**src/rtl/fb_pkg.sv**
```systemverilog
// Shared types and constants for the framebuffer writer.
package fb_pkg;

  localparam int ADDR_W = 16;
  localparam int PIX_W  = 8;

  // Luma weights; they sum to 256, so a 16-bit accumulator cannot overflow
  // and a grey input (v,v,v) maps back to exactly v.
  localparam logic [15:0] LUMA_R = 16'd77;
  localparam logic [15:0] LUMA_G = 16'd150;
  localparam logic [15:0] LUMA_B = 16'd29;

  // Writing the final address of the frame raises FRAME_DONE.
  localparam logic [ADDR_W-1:0] LAST_ADDR = '1;

  typedef struct packed {
    logic [ADDR_W-1:0] addr;
    logic [PIX_W-1:0]  luma;
  } fb_entry_t;

  localparam int ENTRY_W = $bits(fb_entry_t);

  // 8-bit luma from 8-bit RGB: (77R + 150G + 29B) >> 8.
  function automatic logic [PIX_W-1:0] luma_of(input logic [PIX_W-1:0] r,
                                                input logic [PIX_W-1:0] g,
                                                input logic [PIX_W-1:0] b);
    logic [15:0] acc;
    acc = LUMA_R * {8'h00, r} + LUMA_G * {8'h00, g} + LUMA_B * {8'h00, b};
    return PIX_W'(acc >> 8);
  endfunction

endpackage

```
**src/rtl/fb_fifo.sv**
```systemverilog
// Show-ahead FIFO: rd_data_o always presents the head entry. A write while
// full is accepted only when a read happens on the same edge.
module fb_fifo
  import fb_pkg::*;
#(
  parameter int DEPTH = 8,
  parameter int WIDTH = ENTRY_W
) (
  input  logic                       clk_i,
  input  logic                       rst_i,
  input  logic                       wr_en_i,
  input  logic [WIDTH-1:0]           wr_data_i,
  input  logic                       rd_en_i,
  output logic [WIDTH-1:0]           rd_data_o,
  output logic                       full_o,
  output logic                       empty_o,
  output logic [$clog2(DEPTH):0]     level_o
);

  localparam int PTR_W = $clog2(DEPTH);
  localparam int LVL_W = PTR_W + 1;
  localparam logic [PTR_W-1:0] PTR_ONE = PTR_W'(1);
  localparam logic [LVL_W-1:0] LVL_ONE = LVL_W'(1);
  localparam logic [LVL_W-1:0] LVL_MAX = LVL_W'(DEPTH);

  logic [WIDTH-1:0] mem_q [DEPTH];
  logic [PTR_W-1:0] wr_ptr_q, wr_ptr_d;
  logic [PTR_W-1:0] rd_ptr_q, rd_ptr_d;
  logic [LVL_W-1:0] level_q, level_d;
  logic             do_wr, do_rd;

  assign empty_o   = (level_q == '0);
  assign full_o    = (level_q == LVL_MAX);
  assign level_o   = level_q;
  assign rd_data_o = mem_q[rd_ptr_q];

  // Qualify requests: no read from empty, no write to full unless a read frees a slot.
  always_comb begin
    do_rd = rd_en_i && !empty_o;
    do_wr = wr_en_i && (!full_o || do_rd);
  end

  // Pointer and occupancy next-state; pointers wrap modulo DEPTH (power of two).
  always_comb begin
    wr_ptr_d = wr_ptr_q;
    rd_ptr_d = rd_ptr_q;
    level_d  = level_q;
    if (do_wr) wr_ptr_d = wr_ptr_q + PTR_ONE;
    if (do_rd) rd_ptr_d = rd_ptr_q + PTR_ONE;
    case ({do_wr, do_rd})
      2'b10:   level_d = level_q + LVL_ONE;
      2'b01:   level_d = level_q - LVL_ONE;
      default: level_d = level_q;
    endcase
  end

  // Pointer/occupancy registers with synchronous reset.
  always_ff @(posedge clk_i) begin
    if (rst_i) begin
      wr_ptr_q <= '0;
      rd_ptr_q <= '0;
      level_q  <= '0;
    end else begin
      wr_ptr_q <= wr_ptr_d;
      rd_ptr_q <= rd_ptr_d;
      level_q  <= level_d;
    end
  end

  // Storage array; contents are don't-care until written, so no reset.
  always_ff @(posedge clk_i) begin
    if (do_wr) mem_q[wr_ptr_q] <= wr_data_i;
  end

endmodule

```
**src/rtl/fb_writer.sv**
```systemverilog
// Framebuffer writer: detects new renderer pixels by a change of {Y,X},
// converts RGB to luma, buffers entries and drains them to the write port.
module fb_writer
  import fb_pkg::*;
#(
  parameter int DEPTH = 8
) (
  input  logic                     clk_i,
  input  logic                     rst_i,
  input  logic [PIX_W-1:0]         x_i,
  input  logic [PIX_W-1:0]         y_i,
  input  logic [PIX_W-1:0]         r_i,
  input  logic [PIX_W-1:0]         g_i,
  input  logic [PIX_W-1:0]         b_i,
  input  logic                     wready_i,
  output logic                     we_o,
  output logic [ADDR_W-1:0]        waddr_o,
  output logic [PIX_W-1:0]         wdata_o,
  output logic                     frame_done_o,
  output logic                     overflow_o,
  output logic [$clog2(DEPTH):0]   level_o
);

  localparam int LVL_W = $clog2(DEPTH) + 1;

  logic [ADDR_W-1:0]  pix_addr;
  logic [ADDR_W-1:0]  last_q, last_d;
  logic               primed_q, primed_d;
  logic               push;
  logic               pop;
  logic               overflow_q, overflow_d;
  logic               frame_done_q, frame_done_d;

  fb_entry_t          in_entry;
  fb_entry_t          head;
  logic [ENTRY_W-1:0] head_bits;
  logic               fifo_full, fifo_empty;
  logic [LVL_W-1:0]   fifo_level;

  assign pix_addr = {y_i, x_i};

  // Change detector: the first edge after reset only captures {Y,X};
  // afterwards any change of {Y,X} pushes, regardless of the colour inputs.
  always_comb begin
    primed_d = 1'b1;
    last_d   = pix_addr;
    push     = primed_q && (pix_addr != last_q);
  end

  // New entry: address plus combinational luma of the sampled colour.
  always_comb begin
    in_entry.addr = pix_addr;
    in_entry.luma = luma_of(r_i, g_i, b_i);
  end

  fb_fifo #(
    .DEPTH (DEPTH),
    .WIDTH (ENTRY_W)
  ) u_fifo (
    .clk_i     (clk_i),
    .rst_i     (rst_i),
    .wr_en_i   (push),
    .wr_data_i (in_entry),
    .rd_en_i   (pop),
    .rd_data_o (head_bits),
    .full_o    (fifo_full),
    .empty_o   (fifo_empty),
    .level_o   (fifo_level)
  );

  assign head = head_bits;
  assign pop  = !fifo_empty && wready_i;

  // Drop detection and end-of-frame detection on the accepted write.
  always_comb begin
    overflow_d   = overflow_q || (push && fifo_full && !pop);
    frame_done_d = pop && (head.addr == LAST_ADDR);
  end

  // Detector, sticky overflow and frame-done registers.
  always_ff @(posedge clk_i) begin
    if (rst_i) begin
      primed_q     <= 1'b0;
      last_q       <= '0;
      overflow_q   <= 1'b0;
      frame_done_q <= 1'b0;
    end else begin
      primed_q     <= primed_d;
      last_q       <= last_d;
      overflow_q   <= overflow_d;
      frame_done_q <= frame_done_d;
    end
  end

  // Write port presents the head entry; forced to zero while the FIFO is
  // empty so the port never shows stale storage contents.
  always_comb begin
    we_o    = !fifo_empty;
    waddr_o = fifo_empty ? '0 : head.addr;
    wdata_o = fifo_empty ? '0 : head.luma;
  end

  assign frame_done_o = frame_done_q;
  assign overflow_o   = overflow_q;
  assign level_o      = fifo_level;

endmodule

```
**config.mk**
```make
export PLATFORM = sky130hd
export DESIGN_NAME = fb_writer
export DESIGN_NICKNAME = d
export VERILOG_FILES = /design/src/rtl/fb_pkg.sv /design/src/rtl/fb_fifo.sv /design/src/rtl/fb_writer.sv
export SDC_FILE = /design/constraint.sdc
export NUM_CORES = 1
export LEC_CHECK = 0
export ABC_AREA = 1
export CAP_MARGIN = 20
export CORE_AREA = 8 8 180 139
export CTS_BUF_LIST = sky130_fd_sc_hd__clkbuf_8
export DETAILED_ROUTE_END_ITERATION = 8
export DIE_AREA = 0 0 188 147
export HOLD_SLACK_MARGIN = 0.15
export PLACE_DENSITY_LB_ADDON = 0.3
export SLEW_MARGIN = 20
export SYNTH_ARGS = -nofsm -noshare
export SYNTH_HDL_FRONTEND = slang
export SYNTH_SLANG_ARGS = --single-unit
```
**constraint.sdc**
```tcl
create_clock -name clk_i -period 6.2 [get_ports clk_i]
set_input_delay 1.24 -clock clk_i [delete_from_list [all_inputs] [get_ports clk_i]]
set_output_delay 1.24 -clock clk_i [all_outputs]
set_load 0.02 [all_outputs]
```
==> out/results.tsv <==
metric	value	unit
vias	8447	
start_util	54.58	%
clockRootBuffer	clkbuf_8	
io_pins	74	
clk_pin_slew	0.07	ns
worst_pin_slew	1.013	ns
cts_tree	done	
crit_cells	25	
critPathBufInv	7	
stdcell_count	1604	
critPathMaxStageDelay	0.54	ns
syn_area_per_cell	10.64	um2
synth_cells	1149	
place_inst	1541	
max_cap_viol_count	0	
crit_required	6.51	ns
slowest_stage	fa_1	
rrSetupSlack	3.02	ns
min_period_over_period	99.08	%
ys_seq_area_share	52.39	%
grt_usage	18.98	%
crit_end	u_fifo.mem_q[1][4]$_DFFE_PP_	
drtPass1Iterations	5	
ys_ff_latch	224	
grt_overflow	0	
max_freq	162.8	MHz
setup_viol	0	
nFillCells	1661	
yosysUniqueCellTypes	35	
fin_skew	0.01915	ns
h-tree-depth	1	
crit_path_end_kind	flop	
status	complete, no violations	
clk_latency	0.56	ns
cts_hold_buf	0	
drive_gt1_share	16.10	%
cp_top_family	adder cells	
rows	48	
synth_area	12230	um2
grt_setup_unrepaired	true	
r2r-start	u_fifo.level_o[0]$_SDFFE_PP0P_	
synth.net_count	1336	
area.growth.synth_to_final	20.76	%
crit_fanout	5	
grt_antenna_before_repair	0	
drv_slew	0	
drt_iter0_markers	695	
rr_endpoint	u_fifo.level_o[3]$_SDFFE_PP0P_	
critPathLaunchType	primary input	
dieWidth	188	um
grt_pass1_wl	42640	um
fp.dieArea	27640	um2
drc	0	
routed_wirelength	27010	um
postRouteAntennaNets	0	
grt_max_degree	97	
criticalPathCategory	in -> reg	
fp.coreArea	22400	um2
gp_congestion	0.8417	
cts_sinks	224	
min_path_type	reg -> reg	
arrival	6.45	ns
vias_per_cell	5.266	
diodes	0	
cts_buffers	31	
clk_path_buf_depth	3	
crit_path_start	g_i[4]	
reg2regPathDepth	16	
fin_crit	6.143	ns
relSlewSlack	32.42	%
die_h	147	um
hpwlAfterDp	17080	um
final_hold_viol_count	0	
fin_nets	1467	
grt_pass1_vias	8294	
routedWlPerCell	16.84	um
yosysWarnings	0	
port_buffers	73	
==> Yosys cell counts <==
cell | count | area share, %
a21oi_1 | 33 | 1.4
a31oi_1 | 9 | 0.46
buf_1 | 1 | 0.031
buf_2 | 19 | 0.78
buf_4 | 4 | 0.25
buf_6 | 8 | 0.74
clkbuf_1 | 7 | 0.21
clkinv_4 | 1 | 0.072
dfxtp_1 | 32 | 5.2
edfxtp_1 | 192 | 47
fa_1 | 56 | 9.2
ha_1 | 88 | 9.0
inv_1 | 172 | 5.3
inv_2 | 1 | 0.031
nand2_1 | 122 | 3.7
nand2_2 | 1 | 0.051
nand2_4 | 1 | 0.092
nand3_1 | 12 | 0.49
nand4_1 | 8 | 0.41
nor2_1 | 177 | 5.4
nor3_1 | 7 | 0.29
nor3_2 | 1 | 0.082
nor4_1 | 1 | 0.051
o211ai_1 | 3 | 0.18
o21a_1 | 1 | 0.061
o21ai_0 | 97 | 4.0
o21ai_1 | 29 | 1.2
o21ai_2 | 7 | 0.50
o21bai_1 | 3 | 0.18
o221ai_1 | 8 | 0.57
o22ai_1 | 27 | 1.4
o22ai_2 | 2 | 0.20
or2_2 | 1 | 0.051
xnor2_1 | 4 | 0.29
xor2_1 | 14 | 1.0
==> stage by stage <==
stage	util (%)	cell area (um2)	TNS [ns]	hold WS [ns]	worst slack, ns
4_1_cts	64.62	14480	0	0.4719	0.008819
5_1_grt	65.91	14770	-4.009	0.4832	-0.1248
3_5_place_dp	61.15	13700	-60.23	0.4553	-1.045
6_report	65.91	14770	0	0.4708	0.05729
3_3_place_gp	61.15	13700	-54.04	0.4478	-0.9542
2_1_floorplan	-	12380	-2.531	0.4331	-0.1407
==> cell type report <==
type / instances / area [um2] / share of cell area (%)
well taps: 300 / 375.4 / 2.542
flip-flops and latches: 224 / 6409 / 43.40
clock inverters: 25 / 215.2 / 1.458
repair buffers: 137 / 1215 / 8.228
multi-input cells: 712 / 5453 / 36.93
inverters: 174 / 658.1 / 4.457
clock buffers: 32 / 440.4 / 2.983
==> worst min-delay path by stage <==
stage	from	end	slack, ns	cells past startpoint
2_1_floorplan	u_fifo.rd_ptr_q[2]$_SDFFE_PP0P_	flop	0.43	2
3_3_place_gp	u_fifo.rd_ptr_q[2]$_SDFFE_PP0P_	u_fifo.rd_ptr_q[2]$_SDFFE_PP0P_	0.45	2
3_5_place_dp	overflow_o$_SDFF_PP0_	overflow_o$_SDFF_PP0_	0.46	1
4_1_cts	overflow_o$_SDFF_PP0_	overflow_o$_SDFF_PP0_	0.47	1
5_1_grt	overflow_o$_SDFF_PP0_	overflow_o$_SDFF_PP0_	0.48	1
6_report	u_fifo.rd_ptr_q[2]$_SDFFE_PP0P_	flop	0.47	2
==> worst min-delay path: stages (launching register included) <==
cell	delay [ns]
dfxtp_1	0.31
inv_1	0.05
a21oi_1	0.06
==> layer usage <==
metal	track usage (%)	part of all wire, %	vias up
li1	-	-	4126
met1	27.44	46	4043
met2	28.98	46	257
met3	4.524	7.5	21
met4	3.577	0.88	0
met5	0	0	-
==> cells in the final DEF, fill, tap and decap left out, types with 5 or more instances in the layout <==
cell / n
a21oi_1: 25
a21oi_2: 5
a31oi_1: 9
buf_4: 59
buf_6: 6
clkbuf_8: 32
clkdlybuf4s50_1: 66
clkinv_1: 7
clkinv_2: 10
dfxtp_1: 30
edfxtp_1: 192
fa_1: 54
ha_1: 71
ha_4: 17
inv_1: 163
inv_2: 13
nand2_1: 111
nand2_2: 5
nand2_4: 8
nand3_1: 12
nand4_1: 8
nor2_1: 167
nor2_2: 8
o21ai_0: 93
o21ai_1: 29
o21ai_2: 10
o221ai_1: 8
o22ai_1: 27
xor2_1: 7
xor2_4: 5
==> state kept, by name, indices dropped and copies added (netlist names), named ones only <==
name             cells
u_fifo.mem_q       192
last_q              16
u_fifo.level_o       4
u_fifo.rd_ptr_q      3
u_fifo.wr_ptr_q      3
frame_done_o         1
overflow_o           1
primed_q             1
==> repair_timing <==
item,4_1_cts,5_1_grt
pin swaps,28,40
gates resized for setup,32,63
setup endpoints to repair,64,64
buffers inserted,5,3
gates cloned,0,0
==> cell families (layout without fill, tap and decap cells) <==
logic type      count (synthesis)  after routing  synth area share (%)
compound gates                219            219                 10.06
xor+xnor                       18             18                 1.289
simple gates                  331            331                 10.69
fa+ha+maj                     144            144                 18.17
buf+inv                       213            368                 7.388
flops                         224            224                 52.39
Power is left out: the tool's default activity adds up to more than one toggle a clock period on the data nets, which glitch-free logic cannot reach.
